File: src/rtl/vx_tensor_pair_arbiter.sv
`default_nettype none
// +----------------------------------------------------------------------------+
// | Module      : vx_tensor_pair_arbiter                                       |
// | Description : Round-robin issue arbiter for HMMA micro-op pairs. Locks the |
// |               tensor dispatch port to one warp from its first half until   |
// |               its second half fires, and limits in-flight pairs with a     |
// |               credit counter that commit completions replenish.            |
// | Revision    : 1.0 - initial release                                        |
// +----------------------------------------------------------------------------+
module vx_tensor_pair_arbiter #(
  parameter int NUM_REQS = 4,
  parameter int DATAW    = 64,
  parameter int CREDITS  = 2,
  localparam int IDXW    = $clog2(NUM_REQS),
  localparam int CW      = $clog2(CREDITS + 1)
) (
  input  logic                           clk,
  input  logic                           reset,
  input  logic [NUM_REQS-1:0]            req_valid,
  input  logic [NUM_REQS-1:0]            req_last,
  input  logic [NUM_REQS-1:0][DATAW-1:0] req_data,
  output logic [NUM_REQS-1:0]            req_ready,
  output logic                           out_valid,
  output logic                           out_last,
  output logic [DATAW-1:0]               out_data,
  output logic [IDXW-1:0]                out_idx,
  input  logic                           out_ready,
  input  logic                           done,
  output logic                           locked,
  output logic [IDXW-1:0]                lock_idx,
  output logic [CW-1:0]                  credits,
  output logic                           proto_err
);

  localparam logic [CW-1:0]   C_CREDITS_MAX = CW'(CREDITS);
  localparam logic [IDXW-1:0] C_LAST_IDX    = IDXW'(NUM_REQS - 1);
  localparam logic [IDXW:0]   C_NUM_REQS_W  = (IDXW + 1)'(NUM_REQS);

  logic                locked_q,    locked_d;
  logic [IDXW-1:0]     lock_idx_q,  lock_idx_d;
  logic [IDXW-1:0]     rr_ptr_q,    rr_ptr_d;
  logic [CW-1:0]       credits_q,   credits_d;
  logic                proto_err_q, proto_err_d;

  logic                w_has_credit;
  logic [NUM_REQS-1:0] w_eligible;
  logic [NUM_REQS-1:0] w_owner_mask;
  logic                w_grant_any;
  logic [IDXW-1:0]     w_grant_idx;
  logic                w_fire;
  logic                w_first_fire;
  logic                w_second_fire;
  logic                w_done_ok;
  logic                w_overflow;
  logic                w_last_nonowner;
  logic                w_owner_first;

  assign w_has_credit = (credits_q != '0);

  // Per-requester eligibility and ownership; while a pair is open only the
  // owner's second half may pass, otherwise any first half with a credit.
  for (genvar i = 0; i < NUM_REQS; i++) begin : g_elig
    assign w_owner_mask[i] = locked_q && (lock_idx_q == IDXW'(i));
    assign w_eligible[i]   = locked_q ? (w_owner_mask[i] && req_valid[i] && req_last[i])
                                      : (req_valid[i] && !req_last[i] && w_has_credit);
    assign req_ready[i]    = w_grant_any && (w_grant_idx == IDXW'(i)) && out_ready;
  end

  // Round-robin scan starting at rr_ptr; when locked only the owner can be
  // eligible, so the same scan yields lock_idx.
  always_comb begin
    logic [IDXW:0] pos;
    w_grant_any = 1'b0;
    w_grant_idx = '0;
    pos         = '0;
    for (int k = 0; k < NUM_REQS; k++) begin
      pos = {1'b0, rr_ptr_q} + (IDXW + 1)'(k);
      if (pos >= C_NUM_REQS_W) begin
        pos = pos - C_NUM_REQS_W;
      end
      if (!w_grant_any && w_eligible[pos[IDXW-1:0]]) begin
        w_grant_any = 1'b1;
        w_grant_idx = pos[IDXW-1:0];
      end
    end
  end

  assign out_valid = w_grant_any;
  assign out_idx   = w_grant_any ? w_grant_idx : '0;
  assign out_last  = w_grant_any ? req_last[w_grant_idx] : 1'b0;
  assign out_data  = w_grant_any ? req_data[w_grant_idx] : '0;

  assign w_fire        = w_grant_any && out_ready;
  assign w_first_fire  = w_fire && !out_last;
  assign w_second_fire = w_fire && out_last;

  // A done at full credits has nothing to return: it is dropped and flagged.
  assign w_overflow = done && (credits_q == C_CREDITS_MAX);
  assign w_done_ok  = done && !w_overflow;

  assign w_last_nonowner = |(req_valid & req_last & ~w_owner_mask);
  assign w_owner_first   = locked_q && req_valid[lock_idx_q] && !req_last[lock_idx_q];

  // Next-state for lock ownership, round-robin pointer, credits and error flag.
  always_comb begin
    locked_d    = locked_q;
    lock_idx_d  = lock_idx_q;
    rr_ptr_d    = rr_ptr_q;
    credits_d   = credits_q;
    proto_err_d = proto_err_q;

    if (w_first_fire) begin
      locked_d   = 1'b1;
      lock_idx_d = w_grant_idx;
    end else if (w_second_fire) begin
      locked_d   = 1'b0;
      lock_idx_d = '0;
      rr_ptr_d   = (w_grant_idx == C_LAST_IDX) ? '0 : w_grant_idx + 1'b1;
    end

    // First-half fire only happens with credits > 0, so no underflow here.
    if (w_done_ok && !w_first_fire) begin
      credits_d = credits_q + 1'b1;
    end else if (!w_done_ok && w_first_fire) begin
      credits_d = credits_q - 1'b1;
    end

    if (w_last_nonowner || w_owner_first || w_overflow) begin
      proto_err_d = 1'b1;
    end
  end

  // State registers with synchronous reset; reset drops any open pair.
  always_ff @(posedge clk) begin
    if (reset) begin
      locked_q    <= 1'b0;
      lock_idx_q  <= '0;
      rr_ptr_q    <= '0;
      credits_q   <= C_CREDITS_MAX;
      proto_err_q <= 1'b0;
    end else begin
      locked_q    <= locked_d;
      lock_idx_q  <= lock_idx_d;
      rr_ptr_q    <= rr_ptr_d;
      credits_q   <= credits_d;
      proto_err_q <= proto_err_d;
    end
  end

  assign locked    = locked_q;
  assign lock_idx  = lock_idx_q;
  assign credits   = credits_q;
  assign proto_err = proto_err_q;

endmodule
`default_nettype wire

File: config.mk
export PLATFORM = sky130hd
export DESIGN_NAME = vx_tensor_pair_arbiter
export DESIGN_NICKNAME = d
export VERILOG_FILES = /design/src/rtl/vx_tensor_pair_arbiter.sv
export SDC_FILE = /design/constraint.sdc
export NUM_CORES = 1
export LEC_CHECK = 0
export BUFFER_PORTS_ARGS = -buffer_cell sky130_fd_sc_hd__buf_4
export CORE_AREA = 2 2 136 138
export DETAILED_ROUTE_END_ITERATION = 10
export DIE_AREA = 0 0 138 140
export GPL_TIMING_DRIVEN = 0
export PLACE_DENSITY = 0.44
export SYNTH_ARGS = -nofsm -noshare
export SYNTH_HDL_FRONTEND = slang
export SYNTH_SLANG_ARGS = --single-unit
File: constraint.sdc
create_clock -name clk -period 9.6 [get_ports clk]
set_input_delay 0.48 -clock clk [delete_from_list [all_inputs] [get_ports clk]]
set_output_delay 0.48 -clock clk [all_outputs]
set_load 0.03 [all_outputs]
== Yosys cells after proc, flatten, opt, wreduce, memory -nomap -nowiden ==
Cells that the tools add are included.

* Add/subtract/negate cells: 10
* Multipliers: 0
* Divide/modulo/power cells: 0
* $lt $le $gt $ge: 10
* Eq/ne operators: 7
* Shift operators: 0
* Multiplexer cells: 42
* Bitwise logic cells: 4
* Reduce and logical (&&, ||, !) cells: 61

{| class="wikitable"
|+ Operators with widths
! cell !! count
|-
| binary-select mux 64 bit (select 2 bit) || 1
|-
| two-way mux 64 bit || 2
|-
| logical AND 1 bit || 40
|-
| two-way mux 2 bit || 14
|-
| less-than comparator 2 x 3 -> 1 bit (second input constant) || 6
|-
| two-way mux 1 bit || 18
|-
| binary-select mux 1 bit (select 2 bit) || 7
|-
| logical NOT 1 bit || 12
|-
| equality test 2 bit (second input constant) || 5
|-
| subtractor 2 x 1 -> 2 bit (second input constant) || 5
|-
| greater-or-equal comparator 3 bit (second input constant) || 3
|-
| bitwise AND 4 bit || 2
|-
| adder 2 x 2 -> 3 bit (second input constant) || 2
|-
| nonzero test 2 bit || 3
|-
| adder 2 x 1 -> 2 bit (second input constant) || 2
|-
| equality test 2 x 1 -> 1 bit (second input constant) || 2
|-
| logical NOT 2 bit || 2
|-
| inverter 4 bit || 1
|-
| OR reduction 4 bit || 1
|-
| adder 2 x 1 -> 3 bit (second input constant) || 1
|-
| greater-or-equal comparator 2 x 3 -> 1 bit (second input constant) || 1
|-
| logical OR 1 bit || 2
|-
| AND reduction 2 bit || 1
|-
| inverter 1 bit || 1
|}

* Register bits after elaboration: 8
* Latch bits: 0
* Bits in writable memories: 0
* ROM bits: 0
* Input port bits: 268
* Output and inout bits: 78
* Logic and storage cells: 139
* Memories kept: 0

== Logic depth before layout (Yosys ltp) ==
* Word-level depth: 25
* Mapped depth: 12
* Depth with buffers taken out: 10

== Worst setup path before layout ==
Ideal clock, no wire load.

* Path type: register to output
* Start point: reg lock_idx_q[1], in the netlist lock_idx[1]
* End point: out out_data[32]
* Arrival: 3007 ps
* Data required time: 9120 ps
* Slack: 6113 ps
* Stages on the path, launching flop included: 10
* Buffers on the path: 2
* Cell sequence: dfxtp_1 buf_4 nand2b_1 o22ai_1 a2111o_1 o211a_2 inv_2 clkbuf_1 a211oi_1 a311oi_1

* Cells in the longest elaborated chain, start to end: 20
* Elaborated cells on any way between the ends: 45
* Those cells by class: eq/ne: 3; mux: 23; reduce/logical: 19

{| class="wikitable"
|+ Ends and longest elaborated chain
! element !! RTL line !! text
|-
| from (decl) || 40 || <nowiki>logic [IDXW-1:0] lock_idx_q, lock_idx_d;</nowiki>
|-
| from (signal assigned) || 143 || <nowiki>lock_idx_q <= lock_idx_d;</nowiki>
|-
| equality test 2 x 1 -> 1 bit (tied with other cells) || 63 || <nowiki>assign w_owner_mask[i] = locked_q && (lock_idx_q == IDXW'(i));</nowiki>
|-
| logical AND 1 bit || 63 ||
|-
| logical AND 1 bit (2 in series) || 64 || <nowiki>assign w_eligible[i] = locked_q ? (w_owner_mask[i] && req_valid[i] && req_last[i])</nowiki>
|-
| two-way mux 1 bit || 64 ||
|-
| binary-select mux 1 bit (select 2 bit) || 81 || <nowiki>if (!w_grant_any && w_eligible[pos[IDXW-1:0]]) begin</nowiki>
|-
| two-way mux 1 bit (not written as such) || 81 ||
|-
| two-way mux 1 bit || 81 ||
|-
| logical NOT 1 bit || 81 ||
|-
| [3 not listed] || -- ||
|-
| logical AND 1 bit || 81 ||
|-
| two-way mux 1 bit || 81 ||
|-
| logical NOT 1 bit || 81 ||
|-
| logical AND 1 bit || 81 ||
|-
| two-way mux 2 bit || 81 ||
|-
| binary-select mux 64 bit (select 2 bit) || 91 || <nowiki>assign out_data = w_grant_any ? req_data[w_grant_idx] : '0;</nowiki>
|-
| two-way mux 64 bit (not written as such) || 91 ||
|-
| two-way mux 64 bit * || 91 ||
|-
| to (decl) || 25 || <nowiki>output logic [DATAW-1:0] out_data,</nowiki>
|}

Every way passes the cells marked *; elsewhere a longest branch is shown, timed or not. The select of a mux whose other input is x is not followed.

== Worst setup path in the final report ==
* Start point: reg locked_q, in the netlist locked
* End point: out out_data[39]

* Cells in the longest elaborated chain, start to end: 19
* Elaborated cells on any way between the ends: 41
* Those cells by class: mux: 23; reduce/logical: 18

{| class="wikitable"
|+ Ends and longest elaborated chain
! element !! RTL line !! text
|-
| from (decl) || 39 || <nowiki>logic locked_q, locked_d;</nowiki>
|-
| from (signal assigned) || 142 || <nowiki>locked_q <= locked_d;</nowiki>
|-
| logical AND 1 bit || 63 ||
|-
| logical AND 1 bit (2 in series) || 64 ||
|-
| two-way mux 1 bit || 64 ||
|-
| binary-select mux 1 bit (select 2 bit) || 81 ||
|-
| two-way mux 1 bit (not written as such) || 81 ||
|-
| two-way mux 1 bit || 81 ||
|-
| logical NOT 1 bit || 81 ||
|-
| logical AND 1 bit || 81 ||
|-
| [2 not listed] || -- ||
|-
| logical AND 1 bit || 81 ||
|-
| two-way mux 1 bit || 81 ||
|-
| logical NOT 1 bit || 81 ||
|-
| logical AND 1 bit || 81 ||
|-
| two-way mux 2 bit || 81 ||
|-
| binary-select mux 64 bit (select 2 bit) || 91 ||
|-
| two-way mux 64 bit (not written as such) || 91 ||
|-
| two-way mux 64 bit * || 91 ||
|}

Marks and branches as above.

==> impl_metrics.json <==
{
  "buffer_ports.inserted": 341,
  "worst_hold_path_ep": "rr_ptr_q[0]$_SDFFE_PP0P_",
  "min_path_type": "reg -> reg",
  "path_cells": "o21bai_4, o22ai_1, o2bb2ai_1, a211oi_4, clkbuf_1, nand2_1, a311oi_1, buf_4",
  "timing.rr.end": "credits[1]$_SDFFE_PP1P_",
  "layout_common_cells": "sky130_fd_sc_hd__buf_4 (347), sky130_fd_sc_hd__mux2i_1 (72), sky130_fd_sc_hd__nand2_1 (68)",
  "worst_vdd_ir_v": 0.000115,
  "drt_first_iter_violations": 273,
  "initial_standard_cell_utilization_of_the_core": 0.174,
  "route.vias.total": 4979,
  "drtAntennaViolNets": 0,
  "ctsLongestPathBuffers": 2,
  "postSynth.asyncResetShare": 0,
  "critical_path.top_delay_family": "compound AO/OA/AOI/OAI gates",
  "nNetsFinal": 1065,
  "vias_in_the_first_global_route": 5200,
  "clk_transition_reported_paths_ns": 0.04,
  "diodes": 0,
  "nFillCells": 1969,
  "detail_route.wl_per_cell_um": 19.6,
  "synth-edff-count": 0,
  "slowest_library_cell_on_the_worst_path": "sky130_fd_sc_hd__clkbuf_1",
  "tritoncts": "done",
  "crit_type": "reg -> out",
  "pwr_density_cell_nw_per_um2": 225,
  "r2r-start": "locked$_SDFFE_PP0P_",
  "cts.repair_timing.setup_buffer_count": 0,
  "most_frequent_standard_cell_in_the_layout_excluding_fill_and_tap_cells": "sky130_fd_sc_hd__buf_4",
  "ys_seq_area_frac": 0.0517,
  "yosys_warnings": 0,
  "finalMaxSlewViolations": 0,
  "final-setup-viol-count": 0,
  "multi_input_area_um2": 2570,
  "critical-path-max-stage-delay_ns": 0.59,
  "layout_worst_path_cycle_share": 0.404,
  "unrepaired_setup_endpoints_after_global_routing": "no",
  "cts_resized": 0,
  "worstPathBufferInverterCount": 2,
  "worst_slew_margin_rel": 0.536,
  "yosysUniqueCellTypes": 51,
  "gr-total-overflow": 0,
  "maxCapViolCount": 0,
  "cts_made_buffers": 3,
  "ios": 346,
  "syn_inst": 446,
  "period_needed_ns": 3.88,
  "finClkSkew_ns": 0.00113,
  "post_cts_hold_buffer_count": 0,
  "mean_instance_size_in_the_synthesized_netlist_um2": 6.95,
  "mappedNetlistNets": 719,
  "cts.sinks": 8,
  "antenna_violations_before_repair": 0,
  "max_clock_freq_mhz": 258,
  "wirelength_um": 20000,
  "first_pass_grt_wire_length_um": 30200,
  "detail_route.first_pass.iterations": 4,
  "core_um2": 17800,
  "worstHoldStart": "rr_ptr_q[0]$_SDFFE_PP0P_",
  "cp_data_required_time_ns": 9.12,
  "die_w_um": 138,
  "die_h_um": 140,
  "worstRegToRegCells": 11,
  "area.sequential_um2": 160,
  "place.gp.congestion": 0.886,
  "setup.worst_path.end_class": "primary output",
  "drt_drc_violations_left": 0,
  "status": "completed",
  "cts.root.buffer_cell": "sky130_fd_sc_hd__clkbuf_16",
  "synth_seq_cells": 8,
  "detailedPlacementHpwl_um": 17100,
  "timing.hold.worst_path_depth": 2,
  "num_rows": 49,
  "final_hold_viol_count": 0,
  "grt_start_max_net_pins": 12,
  "floorplan.die_area_um2": 19300,
  "regToRegSetupSlack_ns": 5.96,
  "worst_skew_pair.late_latency_ns": 0.23,
  "area_growth_syn_to_layout_pct": 94.3,
  "totalNegativeSetupSlack_ns": 0,
  "total_power_mw": 1.35,
  "global_route.usage.total": 0.192,
  "layout-drive-gt1-share": 0.462,
  "critical_path.startpoint": "locked$_SDFFE_PP0P_",
  "syn-cell-area_um2": 3100,
  "worst-path-max-fanout": 11,
  "static-leakage-power_nw": 3.12,
  "startpoint_type": "flop",
  "ys.flop_type": "sky130_fd_sc_hd__dfxtp_1",
  "worstMarginPinSlew_ns": 0.697,
  "worstPathArrival_ns": 3.40,
  "via_per_inst": 4.89,
  "cts_htree_levels": 1
}
[logic make-up (layout without fill, tap and decap cells)]
group,after synthesis,in the layout,synth area share
compound gates,169,169,0.429
xor+xnor,2,2,0.00565
fa+ha+maj,5,5,0.0202
buf+inv,89,433,0.118
flops,8,8,0.0517
mux,72,72,0.233
simple gates,101,101,0.143
[through the flow]
stage	std cells	utilization	setup slack (ns)	area (µm²)	hold WS [ns]
2_1_floorplan	446	-	6.11	3100	0.495
3_3_place_gp	1016	0.334	5.69	5950	0.528
3_5_place_dp	1016	0.334	5.72	5950	0.549
4_1_cts	1019	0.339	5.72	6020	0.554
5_1_grt	1019	0.339	5.45	6020	0.587
6_report	1019	0.339	5.72	6020	0.556
[synthesized netlist by cell type, types with 5 or more instances]
master	number	area, µm²
sky130_fd_sc_hd__mux2i_1	72	721
sky130_fd_sc_hd__nand2_1	68	255
sky130_fd_sc_hd__o22ai_1	38	238
sky130_fd_sc_hd__clkbuf_1	36	135
sky130_fd_sc_hd__inv_1	36	135
sky130_fd_sc_hd__a2111oi_0	30	263
sky130_fd_sc_hd__a211oi_1	30	225
sky130_fd_sc_hd__a311oi_1	30	263
sky130_fd_sc_hd__dfxtp_1	8	160
sky130_fd_sc_hd__a21oi_1	7	35.0
sky130_fd_sc_hd__buf_2	7	35.0
sky130_fd_sc_hd__nor2_1	7	26.3
sky130_fd_sc_hd__and2_1	6	37.5
sky130_fd_sc_hd__buf_4	6	45.0
sky130_fd_sc_hd__ha_1	5	62.6
sky130_fd_sc_hd__nand2b_1	5	31.3
[registers in the layout (all words and copies together), names as in the netlist]
| name | flops |
|---|---|
| credits | 2 |
| lock_idx | 2 |
| rr_ptr_q | 2 |
| locked | 1 |
| proto_err | 1 |
[final cells by class]
cell class | instances | area share
inverters | 38 | 0.0237
multi-input cells | 349 | 0.427
plain buffers | 51 | 0.0370
well taps | 229 | 0.0476
repair buffers | 341 | 0.425
flip-flops and latches | 8 | 0.0266
clock buffers | 3 | 0.0125
[power by group]
group          switching [mW]  leakage [nW]  internal, mW  total [mW]
combinational           0.768          3.02         0.461        1.23
sequential             0.0145        0.0657        0.0410      0.0555
clock                  0.0159        0.0370        0.0537      0.0696
total                   0.799          3.12         0.555        1.35
[tightest hold or removal path: stages (launching register included)]
cell and delay (ns):
sky130_fd_sc_hd__dfxtp_1 0.30, sky130_fd_sc_hd__inv_1 0.09, sky130_fd_sc_hd__o32ai_1 0.10
[metal layers]
layer / up-vias / part of all wire / track usage
li1: 2427 / - / -
met1: 2309 / 0.39 / 0.220
met2: 223 / 0.51 / 0.360
met3: 20 / 0.080 / 0.0516
met4: 0 / 0.017 / 0.0387
met5: - / 0 / 0
[how the worst max path moves through the flow]
stage,to,cells past startpoint
CTS,req_ready[1],11
global placement,req_ready[0],11
floorplan,out_data[32],9
global route,out_data[39],9
detailed placement,req_ready[1],11
finish,out_data[39],8
Power figures use the tool's default switching activity.
